===== src/rtl/mem_access_pkg.sv =====
// Shared encodings and small helpers for the MEM-stage memory access controller.
package mem_access_pkg;

  typedef enum logic [2:0] {
    OP_LW  = 3'd0,
    OP_LH  = 3'd1,
    OP_LHU = 3'd2,
    OP_LB  = 3'd3,
    OP_LBU = 3'd4,
    OP_SW  = 3'd5,
    OP_SH  = 3'd6,
    OP_SB  = 3'd7
  } op_e;

  typedef enum logic [2:0] {
    ST_IDLE     = 3'd0,
    ST_RD_ISSUE = 3'd1,
    ST_RD_WAIT  = 3'd2,
    ST_WR_ISSUE = 3'd3,
    ST_DONE     = 3'd4
  } state_e;

  function automatic logic is_load(op_e op);
    return (op == OP_LW) || (op == OP_LH) || (op == OP_LHU) ||
           (op == OP_LB) || (op == OP_LBU);
  endfunction

  // Sub-word stores cannot write a partial word, so they read it first.
  function automatic logic is_sub_store(op_e op);
    return (op == OP_SH) || (op == OP_SB);
  endfunction

endpackage


===== src/rtl/mem_access_ctrl_if.sv =====
// Pipeline request/response and data-memory bus seen by the MEM-stage controller.
interface mem_access_ctrl_if;
  logic        Req;
  logic [2:0]  Op;
  logic [31:0] Addr;
  logic [31:0] WData;
  logic        Stall;
  logic        Done;
  logic        Err;
  logic [31:0] LoadData;
  logic [31:0] MemAdr;
  logic [31:0] MemWrd;
  logic        MemR;
  logic        MemWr;
  logic [31:0] MemRd;

  // slave: the controller; master: the pipeline plus the data memory.
  modport slave (
    input  Req, Op, Addr, WData, MemRd,
    output Stall, Done, Err, LoadData, MemAdr, MemWrd, MemR, MemWr
  );

  modport master (
    output Req, Op, Addr, WData, MemRd,
    input  Stall, Done, Err, LoadData, MemAdr, MemWrd, MemR, MemWr
  );
endinterface


===== src/rtl/mem_lane_align.sv =====
// Little-endian byte-lane handling: load extract/extend and sub-word store merge.
module mem_lane_align
  import mem_access_pkg::*;
(
  input  logic [31:0] word,
  input  logic [1:0]  lane,
  input  op_e         op,
  input  logic [31:0] wdata,
  output logic [31:0] load_data,
  output logic [31:0] store_word
);

  logic [31:0] shifted;

  always_comb begin
    shifted   = word >> {lane, 3'b000};
    load_data = shifted;
    unique case (op)
      OP_LH:   load_data = {{16{shifted[15]}}, shifted[15:0]};
      OP_LHU:  load_data = {16'h0000, shifted[15:0]};
      OP_LB:   load_data = {{24{shifted[7]}}, shifted[7:0]};
      OP_LBU:  load_data = {24'h000000, shifted[7:0]};
      default: load_data = shifted;
    endcase
  end

  // Halfword lane is picked by lane[1] alone; lane[0] is 0 for any legal SH.
  always_comb begin
    store_word = wdata;
    unique case (op)
      OP_SB: begin
        store_word = word;
        store_word[{lane, 3'b000} +: 8] = wdata[7:0];
      end
      OP_SH: begin
        store_word = word;
        store_word[{lane[1], 4'b0000} +: 16] = wdata[15:0];
      end
      default: store_word = wdata;
    endcase
  end

endmodule


===== src/rtl/mem_access_ctrl.sv =====
// MEM-stage initiator: sequences one load/store against a 1-cycle registered-read
// data memory, doing read-modify-write for SB/SH and rejecting bad accesses.
module mem_access_ctrl
  import mem_access_pkg::*;
#(
  parameter int DEPTH_W = 8
) (
  input  logic               Clk,
  input  logic               Rst_n,
  mem_access_ctrl_if.slave   bus
);

  state_e      state, state_next;
  op_e         op_in, op_q;
  logic [1:0]  lane_q;
  logic [31:0] wdata_q;
  logic        err_q;
  logic        bad;
  logic [31:0] load_val;
  logic [31:0] merge_val;

  assign op_in = op_e'(bus.Op);

  always_comb begin
    bad = |bus.Addr[31:DEPTH_W+2];
    unique case (op_in)
      OP_LW, OP_SW:         bad = bad | (bus.Addr[1:0] != 2'b00);
      OP_LH, OP_LHU, OP_SH: bad = bad | bus.Addr[0];
      default:              bad = bad;
    endcase
  end

  mem_lane_align u_align (
    .word       (bus.MemRd),
    .lane       (lane_q),
    .op         (op_q),
    .wdata      (wdata_q),
    .load_data  (load_val),
    .store_word (merge_val)
  );

  // NOTE: every output and next-state gets a default first so no latch is inferred.
  always_comb begin
    state_next = state;
    bus.Stall  = 1'b0;
    bus.Done   = 1'b0;
    bus.Err    = 1'b0;
    bus.MemR   = 1'b0;
    bus.MemWr  = 1'b0;
    unique case (state)
      ST_IDLE: begin
        if (bus.Req) begin
          bus.Stall = 1'b1;
          if (bad)                  state_next = ST_DONE;
          else if (op_in == OP_SW)  state_next = ST_WR_ISSUE;
          else                      state_next = ST_RD_ISSUE;
        end
      end
      ST_RD_ISSUE: begin
        bus.Stall  = 1'b1;
        bus.MemR   = Rst_n;
        state_next = ST_RD_WAIT;
      end
      ST_RD_WAIT: begin
        bus.Stall  = 1'b1;
        state_next = is_load(op_q) ? ST_DONE : ST_WR_ISSUE;
      end
      ST_WR_ISSUE: begin
        // Gating with Rst_n keeps a reset in this cycle from committing a half-done RMW.
        bus.Stall  = 1'b1;
        bus.MemWr  = Rst_n;
        state_next = ST_DONE;
      end
      ST_DONE: begin
        bus.Done   = 1'b1;
        bus.Err    = err_q;
        state_next = ST_IDLE;
      end
      default: state_next = ST_IDLE;
    endcase
  end

  // NOTE: registers use non-blocking assignments so all of them see pre-edge values.
  always_ff @(posedge Clk) begin
    if (!Rst_n) begin
      state        <= ST_IDLE;
      op_q         <= OP_LW;
      lane_q       <= 2'b00;
      wdata_q      <= '0;
      err_q        <= 1'b0;
      bus.LoadData <= '0;
      bus.MemAdr   <= '0;
      bus.MemWrd   <= '0;
    end else begin
      state <= state_next;
      if (state == ST_IDLE && bus.Req) begin
        op_q       <= op_in;
        lane_q     <= bus.Addr[1:0];
        wdata_q    <= bus.WData;
        err_q      <= bad;
        bus.MemAdr <= {{(32-DEPTH_W){1'b0}}, bus.Addr[DEPTH_W+1:2]};
        if (bad)                  bus.LoadData <= '0;
        else if (op_in == OP_SW)  bus.MemWrd   <= bus.WData;
      end
      if (state == ST_RD_WAIT) begin
        if (is_load(op_q)) bus.LoadData <= load_val;
        else               bus.MemWrd   <= merge_val;
      end
    end
  end

endmodule


===== src/flat_wrapper.sv =====
// flat-port wrapper written by rule: the top's interface ports become plain ports
module mem_access_ctrl_flat import mem_access_pkg::*;
#(
  parameter int DEPTH_W = 8
)
  (Clk, Rst_n, bus_Req, bus_Op, bus_Addr, bus_WData, bus_MemRd, bus_Stall, bus_Done, bus_Err, bus_LoadData, bus_MemAdr, bus_MemWrd, bus_MemR, bus_MemWr);
  mem_access_ctrl_if bus_i ();
  input  logic Clk;
  input  logic Rst_n;
  input wire logic [$bits(bus_i.Req)-1:0] bus_Req;
  input wire logic [$bits(bus_i.Op)-1:0] bus_Op;
  input wire logic [$bits(bus_i.Addr)-1:0] bus_Addr;
  input wire logic [$bits(bus_i.WData)-1:0] bus_WData;
  input wire logic [$bits(bus_i.MemRd)-1:0] bus_MemRd;
  output wire logic [$bits(bus_i.Stall)-1:0] bus_Stall;
  output wire logic [$bits(bus_i.Done)-1:0] bus_Done;
  output wire logic [$bits(bus_i.Err)-1:0] bus_Err;
  output wire logic [$bits(bus_i.LoadData)-1:0] bus_LoadData;
  output wire logic [$bits(bus_i.MemAdr)-1:0] bus_MemAdr;
  output wire logic [$bits(bus_i.MemWrd)-1:0] bus_MemWrd;
  output wire logic [$bits(bus_i.MemR)-1:0] bus_MemR;
  output wire logic [$bits(bus_i.MemWr)-1:0] bus_MemWr;
  assign bus_i.Req = bus_Req;
  assign bus_i.Op = bus_Op;
  assign bus_i.Addr = bus_Addr;
  assign bus_i.WData = bus_WData;
  assign bus_i.MemRd = bus_MemRd;
  assign bus_Stall = bus_i.Stall;
  assign bus_Done = bus_i.Done;
  assign bus_Err = bus_i.Err;
  assign bus_LoadData = bus_i.LoadData;
  assign bus_MemAdr = bus_i.MemAdr;
  assign bus_MemWrd = bus_i.MemWrd;
  assign bus_MemR = bus_i.MemR;
  assign bus_MemWr = bus_i.MemWr;
  mem_access_ctrl #(.DEPTH_W(DEPTH_W)) u_core (.Clk(Clk), .Rst_n(Rst_n), .bus(bus_i));
endmodule

===== config.mk =====
export PLATFORM = sky130hd
export DESIGN_NAME = mem_access_ctrl_flat
export DESIGN_NICKNAME = d
export VERILOG_FILES = /design/src/rtl/mem_access_pkg.sv /design/src/rtl/mem_access_ctrl_if.sv /design/src/rtl/mem_lane_align.sv /design/src/rtl/mem_access_ctrl.sv /design/src/flat_wrapper.sv
export SDC_FILE = /design/constraint.sdc
export NUM_CORES = 1
export LEC_CHECK = 0
export BUFFER_PORTS_ARGS = -buffer_cell sky130_fd_sc_hd__buf_2
export CAP_MARGIN = 5
export CORE_UTILIZATION = 35
export DETAILED_ROUTE_END_ITERATION = 10
export HOLD_SLACK_MARGIN = 0.15
export PLACE_DENSITY_LB_ADDON = 0.3
export SETUP_SLACK_MARGIN = 0.05
export SYNTH_ARGS = -nofsm -noshare
export SYNTH_HDL_FRONTEND = slang
export SYNTH_HIERARCHICAL = 1
export SYNTH_SLANG_ARGS = --single-unit

===== constraint.sdc =====
create_clock -name Clk -period 2.28 [get_ports Clk]
set_clock_uncertainty 0.05 [all_clocks]
set_input_delay 0.684 -clock Clk [delete_from_list [all_inputs] [get_ports Clk]]
set_output_delay 0.684 -clock Clk [all_outputs]
set_load 0.02 [all_outputs]

Word-level counts from Yosys, hierarchy flattened:

Index checks and enable logic that the tools add are counted.

* bits of input ports: 102
* register bits after elaboration: 113
* logic and storage cells: 70

* add/sub/neg operators: 2
* bitwise logic cells: 2
* equal/unequal tests: 15
* shift-type cells: 5
* reduce and logical (&&, ||, !) cells: 13
* multiplexer cells: 25

Operators with widths (count)
* 2-to-1 mux 32 bit: 9
* one-hot mux 32 bit (4 select lines): 1
* bitwise mux 32 bit: 2
* one-hot mux 32 bit (2 select lines): 1
* variable shift 16 x 7 -> 32 bit, first input constant: 1
* variable shift 8 x 7 -> 32 bit, first input constant: 1
* indexed part select 16 x 7 -> 32 bit: 1
* indexed part select 8 x 7 -> 32 bit: 1
* >> shifter 32 x 5 -> 32 bit: 1
* OR reduction 22 bit: 1
* == test 3 bit, second input constant: 6
* == test 3 x 2 -> 1 bit, second input constant: 5
* negation 5 -> 7 bit: 2
* one-hot mux 3 bit (4 select lines): 1
* == test 3 x 1 -> 1 bit, second input constant: 3
* zero test 3 bit: 3
* 2-to-1 mux 3 bit: 3
* OR reduction 3 bit: 2
* 2-to-1 mux 1 bit: 5
* logical OR 1 bit: 4
* one-hot mux 1 bit (2 select lines): 2
* 2-to-1 mux 2 bit: 1
* inequality test 2 bit, second input constant: 1
* OR 1 bit: 2
* other kinds (3): 3

Depth between registers and ports, before layout:

Gate-level depths: netlist of the first run.

* depth after elaboration: 7
* gate-level depth with buffers: 11

Modules after synthesis:

Netlist of the first run, hierarchy kept.

Modules (own cells, without submodules)
* mem_access_ctrl: area each 5117.4 µm², cells each 636, instances 1
* mem_lane_align: area each 1995.7 µm², cells each 282, instances 1

Worst setup path after synthesis of the first run:

Ideal clock, no wire load.

* kind: in2reg
* start: input port bus_Addr[17]
* end: register u_core.bus.LoadData[24]
* required time: 2.124 ns
* stages: 5
* setup slack: -0.042 ns
* arrival time: 2.166 ns
* setup time: 0.106 ns
* cells stage by stage: or4_1 > nor3_1 > nand3_1 > clkbuf_1 > o311ai_0

* word-level cells in the longest chain between the ends: 7
* elaborated cells on any way between the ends: 8
* classes of those cells: 5 x mux; 2 x bitwise; 1 x reduce/logical

RTL lines
* from (decl): line flat_wrapper.sv:12 `input wire logic [$bits(bus_i.Addr)-1:0] bus_Addr;`
* OR reduction 22 bit *: line mem_access_ctrl.sv:25 `bad = |bus.Addr[31:DEPTH_W+2];`
* OR 1 bit, on equally long branches: line mem_access_ctrl.sv:28, mem_access_ctrl.sv:27
* one-hot mux 1 bit (2 select lines) *: line mem_access_ctrl.sv:26 `unique case (op_in)`
* 2-to-1 mux 32 bit *: line mem_access_ctrl.sv:102 `if (bad) bus.LoadData <= '0;`
* 2-to-1 mux 32 bit *: line mem_access_ctrl.sv:96 `if (state == ST_IDLE && bus.Req) begin`
* 2-to-1 mux 32 bit: line mem_access_ctrl.sv:106 `if (is_load(op_q)) bus.LoadData <= load_val;`
* 2-to-1 mux 32 bit *: line mem_access_ctrl.sv:105 `if (state == ST_RD_WAIT) begin`
* to (signal assigned): line mem_access_ctrl.sv:106
* to (decl): line mem_access_ctrl_if.sv:20 `output Stall, Done, Err, LoadData, MemAdr, MemWrd, MemR, MemWr`

Mark *: on every way between the ends. The rest lies on a longest branch, timed or not.
A chain may end at the register's enable or synchronous reset.

Worst setup path after layout of the first run:

* start: register u_core.op_q[2]
* end: register u_core.bus.LoadData[18]

* elaborated cells on any way between the ends: 12
* classes of those cells: 4 x eq/ne; 3 x mux; 5 x reduce/logical

RTL lines
* from (decl): line mem_access_ctrl.sv:14 `op_e op_in, op_q;`
* from (signal assigned): line mem_access_ctrl.sv:97 `op_q <= op_in;`
* == test 3 bit (tied with other cells): line mem_lane_align.sv:18 `unique case (op)`
* one-hot mux 32 bit (4 select lines) *: line mem_lane_align.sv:18
* named net u_core.load_val[18]: line mem_access_ctrl.sv:19 `logic [31:0] load_val;`
* 2-to-1 mux 32 bit *: line mem_access_ctrl.sv:106
* 2-to-1 mux 32 bit *: line mem_access_ctrl.sv:105

Mark *: on every way through the listed nets, which the timed path passes. The rest lies on a longest branch.

==> results of run 1 <==
flip-flops by register name, indices dropped and copies added, names as in the netlist:
name and count:
u_core/err_q 1, u_core/wdata_q 32, u_core/bus.MemWrd 32, u_core/op_q 3, u_core/bus.LoadData 32, u_core/state 3, u_core/bus.MemAdr 8, u_core/lane_q 2
per-stage QoR:
stage	cell area, um^2	utilization
final	8930	0.453
after detailed placement	8360	0.424
after CTS	8920	0.452
after global routing	8930	0.453
after floorplan	7250	-
after global placement	8360	0.424
final timing paths:
path / start / to / slack, ns
max: u_core/op_q[2]$_SDFFE_PN0P_ / u_core/bus.LoadData[18]$_SDFF_PN0_ / 0.13
min: u_core/bus.MemAdr[7]$_SDFFE_PN0P_ / u_core/bus.MemAdr[7]$_SDFFE_PN0P_ / 0.42
max reg2reg: u_core/op_q[2]$_SDFFE_PN0P_ / u_core/bus.LoadData[18]$_SDFF_PN0_ / 0.13
min reg2reg: u_core/bus.MemAdr[7]$_SDFFE_PN0P_ / u_core/bus.MemAdr[7]$_SDFFE_PN0P_ / 0.42
tightest hold or removal path: stages, from the launching register on:
cell and delay [ns]:
dfxtp_1 0.31, nand2_1 0.05, a21boi_0 0.06
kinds of logic (layout without fill, tap and decap cells):
group,after synthesis,count (layout),synth area share
AO/OA/AOI/OAI,247,247,0.264
AND/OR/NAND/NOR,385,385,0.266
buffers and inverters,134,278,0.0925
multiplexers,33,33,0.0500
flip-flops,113,113,0.318
other,1,24,0.000527
adder cells (fa/ha/maj),5,5,0.00880
routing by layer:
| layer | track usage | routed length [um] | up-vias |
|---|---|---|---|
| li1 | - | - | 3655 |
| met1 | 0.338 | 11300 | 3569 |
| met2 | 0.353 | 10800 | 330 |
| met3 | 0.0500 | 1890 | 35 |
| met4 | 0.0947 | 497 | 0 |
| met5 | 0 | 0 | - |
final cells by class:
class	count	area, um^2
Clock inverter	11	115
Sequential cell	113	2270
Clock buffer	20	447
Tap cell	265	332
Timing Repair Buffer	231	1380
Multi-Input combinational cell	694	4330
Fill cell	2027	10800
Inverter	16	60.1
power by group through the flow:
| stage | sequential, uW | combinational (uW) | clock [uW] |
|---|---|---|---|
| 2_1_floorplan | 2110 | 534 | 0 |
| 3_3_place_gp | 2130 | 806 | 0 |
| 3_5_place_dp | 2130 | 810 | 0 |
| 4_1_cts | 2090 | 814 | 2590 |
| 5_1_grt | 2090 | 902 | 2670 |
| 6_report | 2090 | 824 | 2550 |
what timing repair did:
item / 4_1_cts / 5_1_grt
endpoints found under the setup margin: 0 / 4
gates resized for setup: 0 / 2
endpoints found under the hold margin: 0 / 0
cell usage in the layout (no fill, tap or decap), types with 8 or more instances in the layout:
cell type / count
nor2_1: 20
a21oi_1: 17
or3_1: 32
nor2b_1: 24
conb_1: 24
o21ai_0: 13
o211ai_1: 41
and4_1: 8
buf_2: 178
o22ai_1: 16
a211oi_1: 29
nand3_1: 34
clkbuf_16: 17
mux2i_1: 22
buf_4: 46
dfxtp_1: 111
mux2_2: 10
o311ai_0: 32
nand4_1: 34
inv_1: 16
a22o_1: 8
nand2_1: 197
a21boi_0: 45
a221oi_1: 24
==> impl_results.md, run 1 <==
* CTS root buffer: clkbuf_16
* Synth area leaders: dfxtp_1 32%, nand2_1 10%, a21boi_0 4.9%
* Crit path setup slack, layout at 0.133 ns
* Tmin final at 2.15 ns
* Crit path cell chain: buf_4 -> nor3_1 -> o21ai_1 -> o22ai_1 -> nand3_1 -> o311ai_0
* Synth Cell Area at 7110 um^2
* Largest net degree at the start of global routing at 98
* Max IR drop VDD at 0.000526 V
* Initial antenna violation count at 0
* Startpoint types: flip-flop
* Clock power share at 0.467
* Clk slew on worst S/H paths at 0.05 ns
* RSZ-0062 raised after global routing: no
* Max H-tree Level at 4
* Final setup fails at 0
* Die area at 20,900 um^2
* Final count of hold timing violations at 0
* CTS tree: yes
* Diode count at 0
* Seq/Total Area, Yosys at 0.318
* Internal power at 3960 uW
* CP required at 2.51 ns
* Final wirelength at 24,500 um
* Top cells by count, synth: 197 x nand2_1, 113 x dfxtp_1, 63 x clkbuf_1, 46 x a21boi_0, 41 x o211ai_1
* Die width at 145 um
* Syn Inst Count at 918
* Pre-CTS setup slack at -0.164 ns
* Initial Utilization at 0.361
* CP bufs+invs at 1
* Post-DRT Antenna Nets at 0
* CTS Buffer Depth at 2
* Final Slew Violations at 0
* Pwr/cell area at 612 nW/um^2
* Comb power frac at 0.151
* Yosys top cell by area: dfxtp_1
* Core area at 19,700 um^2
* CP arrival at 2.38 ns
* Fin crit share at 0.942
* Max cap viols at 0
* FFs w/ async S/R, synth at 0
* DP Cell Count at 1,319
* Max stage delay cell, worst path: dfxtp_1
* GR Overflow Total at 0
* Die height at 145 um
* Final non-filler cell total at 1,350
* Layout Area Growth over Synthesis at 25.5%
* Placer's final routability congestion estimate at 0.937
* Critical path peak fanout at 13
* Yosys warns at 6
* Hold slack final at 0.415 ns
* TritonCTS Sinks at 113
* Worst path max stage delay at 0.63 ns
* Setup_tns at 0 ns
* Via count at 7,589
* EDFF count, synth at 0
* Number of detailed-route iterations in the first pass at 5
* Critical path's top delay family: compound AO/OA/AOI/OAI gates
* WP depth at 6
* Setup crit end kind: flip-flop
* Hpwl dp at 17,800 um
* Layout cell share with drive strength beyond 1 at 0.267
* Post-synth top flop: dfxtp_1
* Post-CTS Hold Fix Bufs at 0
* Fmax at 466 MHz
* Total power at 5470 uW
* Kind of critical path: reg -> reg
* Top-count cell post-synth: nand2_1
* Vias in the first global route at 7,074
* Worst Hold Class: reg -> reg
* Synth top area share at 0.318
* Average size of a mapped cell at 7.75 um^2
* CTS Buf Count at 17
* P_sw at 1500 uW
* GRT Util Overall at 0.240
* NumNets Final at 1,180
* Actual transition at the worst max-transition pin at 0.585 ns
* Avg WL per Cell at 18.2 um
* P_leak at 0.00346 uW
* Status: finished, final reports clean
* Slew HR at 0.607
* Site Rows at 51
* Later-pin clock latency in the skew report at 0.42 ns
* Number of synthesized register bits at 113
* First-pass GRT wire length at 38,400 um
* 1st-iter DRT viols at 694
* DR vias/cell at 5.62
* Unique masters post-synth at 56
* # DRC at 0
* Post-CTS setup buffers at 0
* Port bufs at 178
* Reg power frac at 0.382
* R2R depth at 6
* Hold path cells at 2
* Switching Share at 0.275
* Io pins at 203
(Power assumes the default switching activity.)
==> run 2, diff against run 1 <==
- CELL_PAD_IN_SITES_DETAIL_PLACEMENT: not set -> 1
- CELL_PAD_IN_SITES_GLOBAL_PLACEMENT: not set -> 2
- CORE_UTILIZATION: 35 -> 27
==> run 2 against run 1 <==
Compared with the run above:
- clock power rose by 4%
- first-iteration DRC count fell by 29%
- largest power group unchanged
- combinational power rose by 4.2%
- total power rose by 2.4%
- critical path depth fell by 2
- via count fell by 0.13%
- largest cell class unchanged
- global-route usage fell by 3.2 points
- final area rose by 1.2%
==> impl_results.md, run 2 (synthesized netlist as in run 1, its figures left out) <==
* Io pins at 203 (unchanged)
* Fin crit share at 0.935 (was 0.942)
* Layout Area Growth over Synthesis at 27.0% (was 25.5%)
* Final count of hold timing violations at 0 (unchanged)
* Avg WL per Cell at 19.7 um (was 18.2 um)
* Hpwl dp at 20,200 um (was 17,800 um)
* CP arrival at 1.40 ns (was 2.38 ns)
* GRT Util Overall at 0.208 (was 0.240)
* Critical path peak fanout at 7 (was 13)
* WP depth at 4 (was 6)
* Later-pin clock latency in the skew report at 0.42 ns (about the same)
* GR Overflow Total at 0 (unchanged)
* Site Rows at 59 (was 51)
* # DRC at 0 (unchanged)
* Max H-tree Level at 4 (unchanged)
* DP Cell Count at 1,386 (was 1,319)
* Layout cell share with drive strength beyond 1 at 0.266 (was 0.267)
* DR vias/cell at 5.35 (was 5.62)
* Largest net degree at the start of global routing at 78 (was 98)
* Crit path cell chain: buf_4 -> nor3_1 -> nor2_2 -> buf_2 (was buf_4 -> nor3_1 -> o21ai_1 -> o22ai_1 -> nand3_1 -> o311ai_0)
* 1st-iter DRT viols at 490 (was 694)
* CP required at 1.55 ns (was 2.51 ns)
* Worst Hold Class: reg -> reg (unchanged)
* Fmax at 469 MHz (was 466 MHz)
* Most frequent cells in the layout: 197 x nand2_1, 177 x buf_2, 111 x dfxtp_1 (was 197 x nand2_1, 178 x buf_2, 111 x dfxtp_1)
* CTS Buffer Depth at 2 (unchanged)
* CTS root buffer: clkbuf_16 (unchanged)
* Final setup fails at 0 (unchanged)
* Die height at 164 um (was 145 um)
* Core Util, Final at 0.348 (was 0.453)
* Final wirelength at 27,900 um (was 24,500 um)
* Max stage delay cell, worst path: dfxtp_1 (unchanged)
* CTS Buf Count at 17 (unchanged)
* Largest registers: u_core/bus.LoadData x32, u_core/bus.MemWrd x32, u_core/wdata_q x32 (unchanged)
* Pwr/cell area at 620 nW/um^2 (was 612 nW/um^2)
* Critical path's top delay family: simple AND/OR/NAND/NOR gates (was compound AO/OA/AOI/OAI gates)
* NumNets Final at 1,177 (was 1,180)
* Clk slew on worst S/H paths at 0.06 ns (was 0.05 ns)
* Kind of critical path: reg -> out (was reg -> reg)
* Hold path cells at 2 (unchanged)
* Worst path max stage delay at 0.31 ns (was 0.63 ns)
* Via count at 7,579 (was 7,589)
* CP bufs+invs at 2 (was 1)
* Tmin final at 2.13 ns (was 2.15 ns)
* P_leak at 0.00347 uW (was 0.00346 uW)
* Actual transition at the worst max-transition pin at 0.595 ns (was 0.585 ns)
* Post-DRT Antenna Nets at 0 (unchanged)
* Post-CTS Hold Fix Bufs at 0 (unchanged)
* Core area at 26,000 um^2 (was 19,700 um^2)
* Vias in the first global route at 7,645 (was 7,074)
* Setup crit end kind: output port (was flip-flop)
* Die area at 27,000 um^2 (was 20,900 um^2)
* Final Slew Violations at 0 (unchanged)
* Placer's final routability congestion estimate at 0.900 (was 0.937)
* CTS tree: yes (unchanged)
* Commonest non-fill, non-tap cell in the layout: nand2_1 (unchanged)
* Initial antenna violation count at 1 (was 0)
* Max IR drop VDD at 0.000387 V (was 0.000526 V)
* R2R depth at 7 (was 6)
* Diode count at 0 (unchanged)
* Initial Utilization at 0.274 (was 0.361)
* TritonCTS Sinks at 113 (unchanged)
* Final non-filler cell total at 1,417 (was 1,350)
* Die width at 164 um (was 145 um)
* RSZ-0062 raised after global routing: yes (was no)
* Slew HR at 0.601 (was 0.607)
* First-pass GRT wire length at 43,200 um (was 38,400 um)
* Startpoint types: flip-flop (unchanged)
* Number of detailed-route iterations in the first pass at 4 (was 5)
* Status: finished, final reports clean (unchanged)
* Max cap viols at 0 (unchanged)
* Port bufs at 178 (unchanged)
[run 2: report_power, final]
| part | switching, uW | internal [uW] | total, uW |
|---|---|---|---|
| clock network | 1000 | 1650 | 2650 |
| logic | 530 | 329 | 859 |
| registers | 60.6 | 2030 | 2090 |
[run 2: per-layer routing]
metal | share of wire | wire (um) | vias up | global-route usage
li1 | - | - | 3651 | -
met1 | 0.48 | 13400 | 3679 | 0.286
met2 | 0.45 | 12700 | 231 | 0.330
met3 | 0.057 | 1600 | 18 | 0.0404
met4 | 0.011 | 303 | 0 | 0.0530
met5 | 0 | 0 | - | 0
[run 2: worst register-to-register path: stages, from the launching register on]
cell      delay [ns]
dfxtp_2         0.37
buf_4           0.19
mux4_2          0.60
o22ai_4         0.21
buf_12          0.17
o22ai_1         0.09
nand3_1         0.11
o311ai_0        0.13
[run 2: area by class of cell]
type                            instances  area, um^2
Clock buffer                           20         457
Fill cell                            3211       17000
Multi-Input combinational cell        694        4330
Inverter                               16        60.1
Sequential cell                       113        2260
Timing Repair Buffer                  228        1390
Tap cell                              335         419
Clock inverter                         11         114
[run 2: metrics by stage]
stage | instance area, um^2 | hold slack [ns] | setup WS, ns | total power [uW] | TNS (ns)
floorplan | 7250 | 0.394 | 0.0414 | 2640 | 0
global placement | 8460 | 0.396 | -0.149 | 2970 | -8.44
detailed placement | 8460 | 0.408 | -0.232 | 2980 | -10.76
CTS | 9030 | 0.416 | 0.0772 | 5670 | 0
global route | 9030 | 0.443 | 0.0175 | 5830 | 0
finish | 9030 | 0.410 | 0.147 | 5600 | 0
[run 2: path summary, 6_finish.rpt]
check	start	to	slack (ns)
setup / recovery	u_core/state[0]$_SDFFE_PN0P_	bus_Stall	0.15
hold / removal	u_core/bus.MemAdr[3]$_SDFFE_PN0P_	u_core/bus.MemAdr[3]$_SDFFE_PN0P_	0.41
setup reg to reg	u_core/lane_q[0]$_SDFFE_PN0P_	u_core/bus.LoadData[23]$_SDFF_PN0_	0.21
hold reg to reg	u_core/bus.MemAdr[3]$_SDFFE_PN0P_	u_core/bus.MemAdr[3]$_SDFFE_PN0P_	0.41
[run 2: what timing repair did]
item	CTS	global route
gates resized for setup	0	1
buffers inserted	0	0
endpoints found under the setup margin	0	2
==> run 3, diff against run 2 <==
==> constraint.sdc (replaced) <==
create_clock -name Clk -period 2.28 [get_ports Clk]
set_clock_uncertainty 0.05 [all_clocks]
set_input_delay 0.114 -clock Clk [delete_from_list [all_inputs] [get_ports Clk]]
set_output_delay 0.114 -clock Clk [all_outputs]
set_load 0.02 [all_outputs]
==> run 3 against run 2 <==
Compared with the run above:
- combinational power increased by 8.4%
- critical path depth up 1
- non-clock buffer count increased by 51
- count of clock-buffer cells in the layout is 3 higher
- sequential power hardly changed
- critical path type is now reg -> reg
- largest cell class unchanged
==> impl_results.md, run 3 (synthesized netlist as in run 1, its figures left out) <==
* Status: finished, final reports clean (unchanged)
* Clk slew on worst S/H paths at 0.06 ns (about the same)
* Reg2Reg Setup Slack at 0.14 ns (was 0.21 ns)
* R2R depth at 5 (was 7)
* Most frequent cells in the layout: 197 x nand2_1, 177 x buf_2, 111 x dfxtp_1 (unchanged)
* Layout cell share with drive strength beyond 1 at 0.243 (was 0.266)
* NumNets Final at 1,228 (was 1,177)
* Initial Utilization at 0.274 (unchanged)
* RSZ-0062 raised after global routing: no (was yes)
* Slew HR at 0.527 (was 0.601)
* GR Overflow Total at 0 (unchanged)
* TritonCTS Sinks at 113 (unchanged)
* Diode count at 0 (unchanged)
* Vias in the first global route at 7,787 (was 7,645)
* Post-DRT Antenna Nets at 0 (unchanged)
* Core area at 26,000 um^2 (unchanged)
* Layout Area Growth over Synthesis at 35.4% (was 27.0%)
* Post-CTS setup buffers at 0 (unchanged)
* Placer's final routability congestion estimate at 0.857 (was 0.900)
* 1st-iter DRT viols at 476 (was 490)
* Startpoint types: flip-flop (unchanged)
* Later-pin clock latency in the skew report at 0.43 ns (was 0.42 ns)
* Kind of critical path: reg -> reg (was reg -> out)
* CTS Buffer Depth at 2 (unchanged)
* Die height at 164 um (unchanged)
* Tmin final at 2.14 ns (was 2.13 ns)
* Avg WL per Cell at 20.1 um (was 19.7 um)
* Setup_tns at 0 ns (unchanged)
* First-pass GRT wire length at 45,100 um (was 43,200 um)
* Crit. Startpoint: u_core/state[2]$_SDFFE_PN0P_ (was u_core/state[0]$_SDFFE_PN0P_)
* CP required at 2.54 ns (was 1.55 ns)
* Reg-to-reg startpoint: u_core/state[2]$_SDFFE_PN0P_ (was u_core/lane_q[0]$_SDFFE_PN0P_)
* Fmax at 468 MHz (was 469 MHz)
* CTS root buffer: clkbuf_16 (unchanged)
* DP Cell Count at 1,375 (was 1,386)
* Largest net degree at the start of global routing at 68 (was 78)
* Max H-tree Level at 4 (unchanged)
* Via count at 7,841 (was 7,579)
* Final setup fails at 0 (unchanged)
* Critical path peak fanout at 45 (was 7)
* CP arrival at 2.40 ns (was 1.40 ns)
* Final Slew Violations at 0 (unchanged)
* Largest registers: u_core/bus.LoadData x32, u_core/bus.MemWrd x32, u_core/wdata_q x32 (unchanged)
* Pwr/cell area at 612 nW/um^2 (was 620 nW/um^2)
* GRT Util Overall at 0.220 (was 0.208)
* Initial antenna violation count at 0 (was 1)
* CTS tree: yes (unchanged)
* Final non-filler cell total at 1,469 (was 1,417)
* Hpwl dp at 20,400 um (was 20,200 um)
* P_leak at 0.00369 uW (was 0.00347 uW)
* CTS Buf Count at 17 (unchanged)
* Final count of hold timing violations at 0 (unchanged)
* Port bufs at 178 (unchanged)
* Hold path cells at 5 (was 2)
* Fin crit share at 0.938 (was 0.935)
* Commonest non-fill, non-tap cell in the layout: nand2_1 (unchanged)
* Die width at 164 um (unchanged)
* Io pins at 203 (unchanged)
* Max IR drop VDD at 0.000409 V (was 0.000387 V)
* Setup crit end kind: flip-flop (was output port)
* FF-to-FF End: u_core/bus.MemAdr[0]$_SDFFE_PN0P_ (was u_core/bus.LoadData[23]$_SDFF_PN0_)
* Worst Hold Class: in -> reg (was reg -> reg)
* Number of detailed-route iterations in the first pass at 5 (was 4)
* Hold path startpoint: bus_Req (was u_core/bus.MemAdr[3]$_SDFFE_PN0P_)
* DR vias/cell at 5.34 (was 5.35)
* Die area at 27,000 um^2 (unchanged)
* Actual transition at the worst max-transition pin at 0.710 ns (was 0.595 ns)
* Final wirelength at 29,500 um (was 27,900 um)
* # DRC at 0 (unchanged)
* Hold path endpoint: u_core/state[1]$_SDFFE_PN0P_ (was u_core/bus.MemAdr[3]$_SDFFE_PN0P_)
* Site Rows at 59 (unchanged)
* Max cap viols at 0 (unchanged)
-- run 3: power breakdown --
group          leakage (uW)  total [uW]  switching (uW)  internal, uW
combinational       0.00247         931             547           384
sequential         0.000919        2090            64.2          2030
clock              0.000301        2880            1020          1860
total               0.00369        5900            1630          4270
-- run 3: area by class of cell --
type / instances / area, um^2
fillers: 3149 / 16400
inverters: 16 / 60.1
well taps: 335 / 419
clock inverters: 9 / 128
repair buffers: 279 / 1920
clock buffers: 23 / 498
multi-input cells: 694 / 4330
flip-flops and latches: 113 / 2270
-- run 3: per-layer routing --
metal / track usage / share of wire / routed length [um] / vias to the layer above
met3: 0.0399 / 0.050 / 1470 / 27
met5: 0 / 0 / 0 / -
met2: 0.352 / 0.46 / 13600 / 235
met1: 0.299 / 0.47 / 13900 / 3827
met4: 0.0636 / 0.017 / 495 / 0
li1: - / - / - / 3752
-- run 3: repair_timing --
item / CTS / global route
endpoints found under the hold margin: 87 / 0
resized for setup: 0 / 7
hold buffers: 62 / 0
setup endpoints to repair: 0 / 19
-- run 3: worst max-delay path by stage --
stage | to | slack, ns | cells past startpoint
CTS | u_core/bus.MemAdr[0]$_SDFFE_PN0P_ | 0.09 | 5
floorplan | u_core/bus.MemWrd[31]$_SDFF_PN0_ | 0.1 | 11
global route | u_core/bus.MemAdr[0]$_SDFFE_PN0P_ | 0.03 | 6
detailed placement | u_core/bus.MemWrd[20]$_SDFF_PN0_ | 0.12 | 8
finish | u_core/bus.MemAdr[0]$_SDFFE_PN0P_ | 0.14 | 5
global placement | u_core/bus.MemWrd[20]$_SDFF_PN0_ | 0.16 | 8
-- run 3: critical path, cell delays in order (launching register included) --
cell,delay [ns]
dfxtp_1,0.30
or4b_1,0.62
buf_6,0.26
nand2_1,0.11
a21boi_0,0.10
dlygate4sd3_1,0.58
-- run 3: metrics by stage --
stage | instance area (um^2) | power [uW] | hold WS (ns) | util | setup WS [ns]
after detailed placement | 8350 | 2960 | 0.324 | 0.321 | 0.116
final | 9630 | 5900 | 0.158 | 0.371 | 0.142
after global placement | 8350 | 2950 | 0.317 | 0.321 | 0.160
after global routing | 9630 | 6130 | 0.182 | 0.371 | 0.0298
after CTS | 9590 | 5950 | 0.151 | 0.369 | 0.0862
after floorplan | 7200 | 2640 | 0.201 | - | 0.0994
